==> src/rtl/param_queue_controller.sv <==
// Parametrised first-word-fall-through FIFO queue controller with watermarks and flush.
// Optional sticky overflow/underflow flags are built when QUEUE_ERR_FLAGS_EN is defined.
module param_queue_controller #(
  parameter int WIDTH    = 8,
  parameter int DEPTH    = 8,
  parameter int AF_LEVEL = DEPTH - 2,
  parameter int AE_LEVEL = 1
) (
  input  logic                     clk,
  input  logic                     rst_n,
  input  logic                     flush,
  input  logic                     enq,
  input  logic                     deq,
  input  logic [WIDTH-1:0]         data_in,
  output logic [WIDTH-1:0]         data_out,
  output logic                     full,
  output logic                     empty,
  output logic                     almost_full,
  output logic                     almost_empty,
`ifdef QUEUE_ERR_FLAGS_EN
  input  logic                     err_clr,
  output logic                     overflow,
  output logic                     underflow,
`endif
  output logic [$clog2(DEPTH):0]   count
);

  localparam int AW = $clog2(DEPTH);
  localparam logic [AW:0] FULL_CNT = DEPTH[AW:0];
  localparam logic [AW:0] AF_CNT   = AF_LEVEL[AW:0];
  localparam logic [AW:0] AE_CNT   = AE_LEVEL[AW:0];

  if ((1 << AW) != DEPTH || DEPTH < 2) begin : g_bad_depth
    $fatal(1, "param_queue_controller: DEPTH must be a power of two >= 2");
  end
  if (AF_LEVEL > DEPTH) begin : g_bad_af
    $fatal(1, "param_queue_controller: AF_LEVEL must not exceed DEPTH");
  end

  logic [WIDTH-1:0] mem [DEPTH];
  logic [AW:0]      head;
  logic [AW:0]      tail;
  logic             deq_acc;
  logic             enq_acc;

  // A full queue can still take a word when the head leaves in the same cycle.
  assign deq_acc = deq && !empty;
  assign enq_acc = enq && (!full || deq_acc);

  always_ff @(posedge clk or negedge rst_n) begin
    if (!rst_n) begin
      head  <= '0;
      tail  <= '0;
      count <= '0;
    end else if (flush) begin
      head  <= '0;
      tail  <= '0;
      count <= '0;
    end else begin
      if (enq_acc) tail <= tail + 1'b1;
      if (deq_acc) head <= head + 1'b1;
      case ({enq_acc, deq_acc})
        2'b10:   count <= count + 1'b1;
        2'b01:   count <= count - 1'b1;
        default: count <= count;
      endcase
    end
  end

  // Storage is data-only: never reset, and left untouched by flush.
  always_ff @(posedge clk) begin
    if (enq_acc && !flush) mem[tail[AW-1:0]] <= data_in;
  end

  assign full         = (count == FULL_CNT);
  assign empty        = (count == '0);
  assign almost_full  = (count >= AF_CNT);
  assign almost_empty = (count <= AE_CNT);
  assign data_out     = empty ? '0 : mem[head[AW-1:0]];

`ifdef QUEUE_ERR_FLAGS_EN
  // Setting wins over err_clr so an error in the clearing cycle is not lost.
  always_ff @(posedge clk or negedge rst_n) begin
    if (!rst_n) begin
      overflow  <= 1'b0;
      underflow <= 1'b0;
    end else begin
      if (enq && !enq_acc) overflow <= 1'b1;
      else if (err_clr)    overflow <= 1'b0;
      if (deq && empty)    underflow <= 1'b1;
      else if (err_clr)    underflow <= 1'b0;
    end
  end
`endif

endmodule
==> config.mk <==
export PLATFORM = sky130hd
export DESIGN_NAME = param_queue_controller
export DESIGN_NICKNAME = d
export VERILOG_FILES = /design/src/rtl/param_queue_controller.sv
export SDC_FILE = /design/constraint.sdc
export NUM_CORES = 1
export LEC_CHECK = 0
export CAP_MARGIN = 20
export CORE_ASPECT_RATIO = 0.9
export CORE_MARGIN = 2
export CORE_UTILIZATION = 61
export DETAILED_ROUTE_END_ITERATION = 10
export PLACE_DENSITY = 0.93
export RECOVER_POWER = 50
export SYNTH_ARGS = -nofsm -noshare
export SYNTH_HDL_FRONTEND = slang
export SYNTH_SLANG_ARGS = --single-unit
==> constraint.sdc <==
create_clock -name clk -period 4.7 [get_ports clk]
set_clock_uncertainty 0.05 [all_clocks]
set_input_delay 0.94 -clock clk [delete_from_list [all_inputs] [get_ports clk]]
set_output_delay 0.94 -clock clk [all_outputs]
set_load 0.01 [all_outputs]
==> metrics.txt, run 1 <==
status finished clean; Pins Over Slew Limit 0; Relative slew margins 36.01%; drt wl/cell 20.63 um; Synth Area in Adders 2.331%; Post-synth EDFFs 64; total CTS buffers 9; Syn. warnings 0; first-pass GRT wire length 9411 um; Synth Area in Compound Gates 3.574%; post-CTS resize count 0; Worst setup SP type flip-flop; Netlist Area Pre-Place 3221 um^2; Initial Util 62.40%; cells along the critical path buf_4 > mux4_2 > mux2i_1 > nor2_1 > clkdlybuf4s50_1; Crit path buffers/inverters 2; largest net degree at the start of global routing 19; Max Cap Viol 0; DR vias 1,774; Clk pin slew, worst setup/hold paths 80 ps; Final Wtd Congestion 0.7940; critical path's slowest cell dfrtp_1; Starting DRT DRC Count 158; area of the core 5161 um^2; placed cells 279; fin area 3744 um^2; share of layout cells above drive strength 1 18.78%; Inserted Diodes 0; CTS root buffer clkbuf_8; kind of critical path flip-flop to output pin; max incr delay on CP 670 ps; setup TNS 0 ps; register area 2172 um^2; maximum clock rate 0.2762 GHz; dpl cell area 3543 um^2; postcts setup bufs 0; register area share after synthesis 67.44%; Worst Tran Pin Value 956.4 ps; Post-Synth Simple-Gate Area 8.936%; GRT overflow 0; Remaining DRCs 0; FFs w/ async S/R, synth 13.51%; drt total wl 6105 um; post-layout min period 3620 ps; mux share of post-synthesis cell area 14.14%; Post-Syn Nets 209; Fin. Hold Viols 0; Die Wd 80.59 um; CP endpoint kind output pin; setup ws final 1080 ps; final period utilization 77.03%; CP delay by family, top buffers and inverters; die area 5877 um^2; DP HPWL 3950 um; I/O pins 29; Worst Path Max Fanout 10; register bit total from synthesis 74; RSZ-0062 raised after global routing no; most common cell in the netlist edfxtp_1; worst vdd ir 343.6 uV; Setup Slack @ Placement 1240 ps; initial antenna violation count 0; Post-CTS Hold Buffers 0; row count 25; Final Setup Violations 0; Clk Latency, worst-skew pair 340 ps; # fillers 319; NumNets Final 243; post-synthesis average cell area 16.95 um^2; Final Core Density 72.53%; data required time of the worst path 3710 ps; cells after synthesis 190; Primary FF master, synth edfxtp_1; Port Buffers 28; Synth Area in XOR/XNOR 1.088%; CTS tree yes; main combinational cell family by area after synthesis multiplexers; Commonest cells post-synth edfxtp_1 (64), nor2_1 (23), mux4_2 (16); Synth area leaders edfxtp_1 (60%), mux4_2 (11%), dfrtp_1 (7.8%); Hold Crit Class flip-flop to flip-flop; Detail Route Antenna Nets 0; DIE HEIGHT 72.93 um; drt pass-1 iters 4; Clock Path Buffers 2; Pleak 1.271 nW; top-area cell type share of the netlist area 59.67%; all-layer global routing usage 23.35%; PwrDens 508.0 nW/um^2; largest area contributor in the netlist edfxtp_1; area of the multi-input gates 962.2 um^2; vias per cell 5.993; CTS Sinks 74; vias in the first global route 1,779; Yosys cell types 41; Area Growth Syn to Fin 16.24%; H-tree depth 3; Critical Path AT 2630 ps; Final Non-Filler Cells 296
## path summary, 6_finish.rpt
check,start,end,slack [ps],cells past startpoint
max,head[0]$_DFFE_PN0P_,data_out[0],1080,5
min,tail[0]$_DFFE_PN0P_,tail[0]$_DFFE_PN0P_,560,2
max reg2reg,count[0]$_DFFE_PN0P_,mem[5][0]$_DFFE_PP_,2030,6
min reg2reg,tail[0]$_DFFE_PN0P_,tail[0]$_DFFE_PN0P_,560,2
max in group asynchronous,rst_n,tail[2]$_DFFE_PN0P_,3340,1
min in group asynchronous,rst_n,count[3]$_DFFE_PN0P_,940,1
## state kept, by name, summed over array words and instances, names as in the netlist
signal and flops:
tail 3, count 4, head 3, mem 64
## report_power, final
part / switching, mW / internal (mW) / leakage, nW / total (mW)
Combinational: 0.274 / 0.324 / 0.458 / 0.598
Sequential: 0.0704 / 0.743 / 0.713 / 0.814
Clock: 0.241 / 0.248 / 0.0998 / 0.490
## stage by stage
| stage | power, mW | hold slack (ps) |
|---|---|---|
| floorplan | 1.198 | 493.6 |
| global route | 2.000 | 630.7 |
| global placement | 1.415 | 534.1 |
| finish | 1.902 | 556.7 |
| detailed placement | 1.441 | 554.0 |
| CTS | 1.926 | 562.6 |
## routing by layer
| layer | GRT usage [%] | part of all wire, % |
|---|---|---|
| met3 | 6.436 | 6.9 |
| met4 | 10.55 | 2.5 |
| met5 | 0 | 0 |
| met2 | 38.43 | 52 |
| met1 | 29.41 | 38 |
## placed cells by master, fill, tap and decap left out, types with 2 or more instances in the layout
| master | netlist | layout |
|---|---|---|
| clkbuf_8 | 0 | 9 |
| o21ai_0 | 2 | 2 |
| ha_1 | 6 | 6 |
| clkdlybuf4s50_1 | 0 | 18 |
| dlygate4sd3_1 | 0 | 10 |
| nand2_1 | 7 | 7 |
| nand3_1 | 5 | 5 |
| nor3_1 | 2 | 2 |
| or2b_2 | 2 | 2 |
| and2b_2 | 3 | 3 |
| inv_1 | 2 | 2 |
| mux4_2 | 16 | 16 |
| edfxtp_1 | 64 | 64 |
| mux2i_1 | 8 | 8 |
| a21oi_1 | 4 | 4 |
| clkinv_4 | 0 | 3 |
| nor2_1 | 23 | 23 |
| buf_4 | 1 | 2 |
| nand2b_1 | 4 | 4 |
| dfrtp_1 | 10 | 10 |
| xor2_1 | 4 | 4 |
## cell type report
| class | count | share of cell area, % |
|---|---|---|
| Sequential cell | 74 | 58.02 |
| Multi-Input combinational cell | 105 | 25.70 |
| Timing Repair Buffer | 31 | 8.021 |
| Clock buffer | 9 | 3.309 |
| Tap cell | 67 | 2.239 |
| Clock inverter | 7 | 2.072 |
| Inverter | 3 | 0.6350 |
## kinds of logic after synthesis
family	count (synthesis)
muxes	25
DFF	74
and+or+nand+nor	55
adders and majority gates	6
buffers and inverters	11
AOI/OAI and AO/OA	15
xor gates and xnor gates	4
## worst register-to-register path: cells and delay by family, from the launching register on
kind / cells / cell delay, ps
adders and majority gates: 1 / 310
buffers and inverters: 1 / 140
DFF: 1 / 470
and+or+nand+nor: 4 / 1340
No activity file was read; power rests on OpenSTA's default activity.
==> inputs of run 2 (changes only) <==
CORE_UTILIZATION = 57   (was 61)
PLACE_DENSITY = 0.88   (was 0.93)
clock period = 3.35 ns   (was 4.7 ns; I/O delays follow)
==> metrics.txt, run 2 (synthesis gave the netlist of run 1 again) <==
Min-Delay Endpoint tail[0]$_DFFE_PN0P_; CP delay by family, top buffers and inverters; Detail Route Antenna Nets 0 (unchanged); H-tree depth 3 (unchanged); hold path startpoint tail[0]$_DFFE_PN0P_; Clock Path Buffers 2 (unchanged); r2r setup slk 1040 ps (-990 ps); worst vdd ir 407.3 uV (+19%); area of the core 5349 um^2 (+3.6%); data required time of the worst path 2630 ps (-1080 ps); status finished clean; post-CTS resize count 0 (unchanged); Worst Path Max Fanout 7 (-3); setup ws final 281.1 ps (-798.6 ps); Fin. Hold Viols 0 (unchanged); all-layer global routing usage 20.31% (-3.0 points); Hold Crit Class flip-flop to flip-flop; DR vias 1,762 (-0.68%); post-layout min period 3069 ps; NumNets Final 253 (+4.1%); Area Growth Syn to Fin 18.34%; Post-CTS Hold Buffers 0 (unchanged); RSZ-0062 raised after global routing no; Hold WS 568.3 ps (+11.53 ps); I/O pins 29 (unchanged); cells along the critical path buf_4 > mux4_2 > mux2i_1 > nor2_1 > clkdlybuf4s50_1; drt total wl 5852 um (-4.1%); r2r startpoint count[1]$_DFFE_PN0P_; DIE HEIGHT 75.31 um (+3.3%); share of layout cells above drive strength 1 23.01% (+4.2 points); Max Cap Viol 0 (unchanged); die area 6268 um^2 (+6.7%); Crit path buffers/inverters 2 (unchanged); Starting DRT DRC Count 154 (-2.5%); CTS root buffer clkbuf_8; critical path's slowest cell dfrtp_1; Final Wtd Congestion 0.7484 (-5.7%); GRT overflow 0 (unchanged); Pleak 1.317 nW (+3.6%); Worst Tran Pin Value 586.3 ps (-370.1 ps); Critical Path AT 2350 ps (-280 ps); Clk Latency, worst-skew pair 340 ps (about the same); postcts setup bufs 0 (unchanged); commonest cells after routing, fill and taps aside edfxtp_1 (64), nor2_1 (23), clkdlybuf4s50_1 (18), mux4_2 (16), buf_4 (13); Inserted Diodes 0 (unchanged); Port Buffers 28 (unchanged); Remaining DRCs 0 (unchanged); PwrDens 685.8 nW/um^2 (+35%); hold depth 2 (unchanged); Clk pin slew, worst setup/hold paths 80 ps (about the same); drt pass-1 iters 4 (unchanged); Initial Util 60.21% (-2.2 points); Pins Over Slew Limit 0 (unchanged); drt wl/cell 19.12 um (-7.3%); CTS Sinks 74 (unchanged); total CTS buffers 9 (unchanged); DP HPWL 3905 um (-1.2%); reg2reg path depth 7 (+1); max incr delay on CP 530 ps (-140 ps); vias per cell 5.758 (-3.9%); row count 25 (unchanged); Setup Slack @ Placement 618.4 ps (-621.7 ps); reg2reg end mem[2][0]$_DFFE_PP_; Relative slew margins 60.91% (+25 points); setup TNS 0 ps (unchanged); final period utilization 91.61%; vias in the first global route 1,735 (-2.5%); CTS tree yes; maximum clock rate 0.3258 GHz; Worst setup SP type flip-flop; max reg flops 64 (unchanged); commonest non-fill, non-tap cell in the layout edfxtp_1; initial antenna violation count 0 (unchanged); Die Wd 83.24 um (+3.3%); largest net degree at the start of global routing 19 (unchanged); CP endpoint kind output pin; Final Setup Violations 0 (unchanged); kind of critical path flip-flop to output pin; first-pass GRT wire length 9094 um (-3.4%)
-- run 2: how the worst max path moves through the flow --
stage / endpoint / depth (start not counted) / from
finish: data_out[5] / 5 / head[0]$_DFFE_PN0P_
global route: data_out[0] / 5 / head[0]$_DFFE_PN0P_
CTS: data_out[5] / 5 / head[0]$_DFFE_PN0P_
detailed placement: data_out[5] / 5 / head[0]$_DFFE_PN0P_
global placement: data_out[0] / 5 / head[0]$_DFFE_PN0P_
floorplan: mem[0][0]$_DFFE_PP_ / 6 / count[0]$_DFFE_PN0P_
-- run 2: stage by stage --
step	utilization (%)	total power, mW	instance area [um^2]	instances
after global routing	71.25	2.738	3811	306
after detailed placement	67.79	2.025	3626	290
after CTS	71.25	2.645	3811	306
after global placement	67.79	2.007	3626	290
after floorplan	-	1.681	3221	190
final	71.25	2.614	3811	306
-- run 2: worst reg2reg max path, delay by kind of cell, from the launching register on --
kind,cells,cell delay (ps)
adder cells (fa/ha/maj),1,270
buffers and inverters,2,350
flip-flops,1,500
AND/OR/NAND/NOR,4,860
-- run 2: cell type report --
class / count / area [um^2]
Sequential cell: 74 / 2172
Clock inverter: 7 / 61.31
Clock buffer: 9 / 123.9
Inverter: 3 / 23.77
Timing Repair Buffer: 41 / 377.9
Tap cell: 67 / 83.83
Fill cell: 352 / 1538
Multi-Input combinational cell: 105 / 968.4
-- run 2: where the power goes --
part | switching, mW | leakage, nW | total (mW) | internal [mW]
combinational | 0.402 | 0.516 | 0.884 | 0.483
clock | 0.339 | 0.0884 | 0.619 | 0.281
sequential | 0.0668 | 0.713 | 1.11 | 1.04
-- run 2: routing by layer --
layer	vias up	routed length [um]	GRT usage (%)
li1	829	-	-
met2	53	2862	34.50
met3	13	317	6.067
met5	-	0	0
met1	867	2568	25.06
met4	0	103	8.925
==> inputs of run 3 (changes only) <==
SETUP_SLACK_MARGIN = 0.5   (was unset)
==> metrics.txt, run 3 (synthesis gave the netlist of run 1 again) <==
Worst setup SP type flip-flop; CTS Sinks 74 (unchanged); Die Wd 83.24 um (unchanged); Clock Path Buffers 2 (unchanged); critical path's slowest cell or3b_1; drt pass-1 iters 4 (unchanged); DIE HEIGHT 75.31 um (unchanged); setup ws final 349.9 ps (+68.85 ps); vias in the first global route 1,809 (+4.3%); Area Growth Syn to Fin 21.87%; GRT overflow 0 (unchanged); Max Cap Viol 0 (unchanged); total CTS buffers 9 (unchanged); DR vias 1,837 (+4.3%); I/O pins 29 (unchanged); vias per cell 5.813 (+0.96%); Final Core Density 73.38% (+2.1 points); commonest non-fill, non-tap cell in the layout edfxtp_1; CP delay by family, top buffers and inverters; status finished clean; Fin. Hold Viols 0 (unchanged); area of the core 5349 um^2 (unchanged); cells along the critical path inv_1 > ha_4 > or3b_1 > clkinv_8 > nor2_1 > clkdlybuf4s50_1; die area 6268 um^2 (unchanged); Inserted Diodes 0 (unchanged); RSZ-0062 raised after global routing yes; kind of critical path flip-flop to output pin; drt wl/cell 20.44 um (+6.9%); Final Setup Violations 0 (unchanged); largest net degree at the start of global routing 19 (unchanged); all-layer global routing usage 21.66% (+1.3 points); max reg flops 64 (unchanged); Starting DRT DRC Count 256 (+66%); initial antenna violation count 0 (unchanged); PwrDens 696.9 nW/um^2 (+1.6%); Crit path buffers/inverters 3 (+1); placed cells 290 (unchanged); first-pass GRT wire length 9708 um (+6.8%); Setup Slack @ Placement 618.4 ps (unchanged); Worst Path Max Fanout 10 (+3); max incr delay on CP 500 ps (-30 ps); Clk pin slew, worst setup/hold paths 80 ps (about the same); Initial Util 60.21% (unchanged); CP endpoint kind output pin; Port Buffers 28 (unchanged); CTS tree yes; Final Wtd Congestion 0.7484 (unchanged); maximum clock rate 0.3333 GHz (+2.3%); Pleak 1.448 nW (+10%); setup TNS 0 ps (unchanged); final period utilization 89.55% (-2.1 points); row count 25 (unchanged); post-layout min period 3000 ps (-68.85 ps); CTS root buffer clkbuf_8; Relative slew margins 61.53% (+0.61 points); worst vdd ir 407.7 uV (+0.11%); NumNets Final 263 (+4.0%); Critical Path AT 2280 ps (-70 ps); Worst Tran Pin Value 577.1 ps (-9.217 ps); Hold WS 573.7 ps (+5.414 ps); Final Non-Filler Cells 316 (+3.3%); share of layout cells above drive strength 1 26.91% (+3.9 points); Hold Crit Class flip-flop to flip-flop; data required time of the worst path 2630 ps (about the same); Remaining DRCs 0 (unchanged); Pins Over Slew Limit 0 (unchanged); commonest cells after routing, fill and taps aside edfxtp_1 (64), nor2_1 (23), buf_4 (21), mux4_2 (16), clkdlybuf4s50_1 (11); Detail Route Antenna Nets 0 (unchanged); H-tree depth 3 (unchanged); DP HPWL 3905 um (unchanged); Clk Latency, worst-skew pair 340 ps (about the same); drt total wl 6458 um (+10%)
## run 3: cell types whose count changed in the layout (fill, tap and decap cells not counted)
| cell | before | now |
|---|---|---|
| ha_1 | 6 | 5 |
| mux2_4 | 1 | 0 |
| mux2_1 | 0 | 1 |
| or3b_1 | 0 | 1 |
| dfrtp_1 | 10 | 7 |
| buf_4 | 13 | 21 |
| clkdlybuf4s50_1 | 18 | 11 |
| dfrtp_2 | 0 | 3 |
| dlygate4sd2_1 | 0 | 1 |
| or3b_4 | 1 | 0 |
| dlymetal6s2s_1 | 0 | 6 |
| buf_8 | 0 | 2 |
| ha_4 | 0 | 1 |
## run 3: worst paths after layout
| path | endpoint | slack, ps | start | depth (start not counted) |
|---|---|---|---|---|
| worst max-delay path | data_out[0] | 350 | count[0]$_DFFE_PN0P_ | 6 |
| worst min-delay path | tail[0]$_DFFE_PN0P_ | 570 | tail[0]$_DFFE_PN0P_ | 2 |
| worst max register to register | count[2]$_DFFE_PN0P_ | 1180 | count[0]$_DFFE_PN0P_ | 7 |
| worst min register to register | tail[0]$_DFFE_PN0P_ | 570 | tail[0]$_DFFE_PN0P_ | 2 |
| max in group asynchronous | head[0]$_DFFE_PN0P_ | 2200 | rst_n | 1 |
| min in group asynchronous | tail[0]$_DFFE_PN0P_ | 680 | rst_n | 1 |
## run 3: report_power, final
part           total (mW)  switching [mW]  internal [mW]
Sequential           1.10          0.0494           1.05
Clock               0.626           0.346          0.281
Combinational        1.01           0.467          0.546
Total                2.74           0.862           1.87
## run 3: area by class of cell
class | instances | area (um^2)
clock buffers | 9 | 123.9
clock inverters | 7 | 61.31
fillers | 334 | 1424
inverters | 3 | 23.77
multi-input cells | 105 | 974.7
flip-flops and latches | 74 | 2176
well taps | 67 | 83.83
repair buffers | 51 | 481.7
## run 3: repair_timing
action / CTS / global route
buffers inserted: 5 / 5
endpoints found under the setup margin: 9 / 8
gates cloned: 0 / 0
resized for setup: 9 / 8
endpoints found under the hold margin: 0 / 0
hold buffers: 0 / 0
## run 3: worst register-to-register path: cells and delay by family (launching register included)
kind	cells	cell delay, ps
fa+ha+maj	1	190
flops	1	420
compound gates	3	600
simple gates	1	500
buf+inv	2	290
## run 3: metal layers
metal | wire length, um | up-vias | track usage [%]
met5 | 0 | - | 0
met4 | 146 | 0 | 10.75
met3 | 478 | 12 | 5.959
met2 | 3256 | 76 | 37.63
met1 | 2576 | 908 | 25.83
li1 | - | 841 | -
## run 3: through the flow
stage / power, mW / area (um^2)
5_1_grt: 2.849 / 3925
4_1_cts: 2.713 / 3871
2_1_floorplan: 1.681 / 3221
6_report: 2.735 / 3925
3_5_place_dp: 2.025 / 3626
3_3_place_gp: 2.007 / 3626
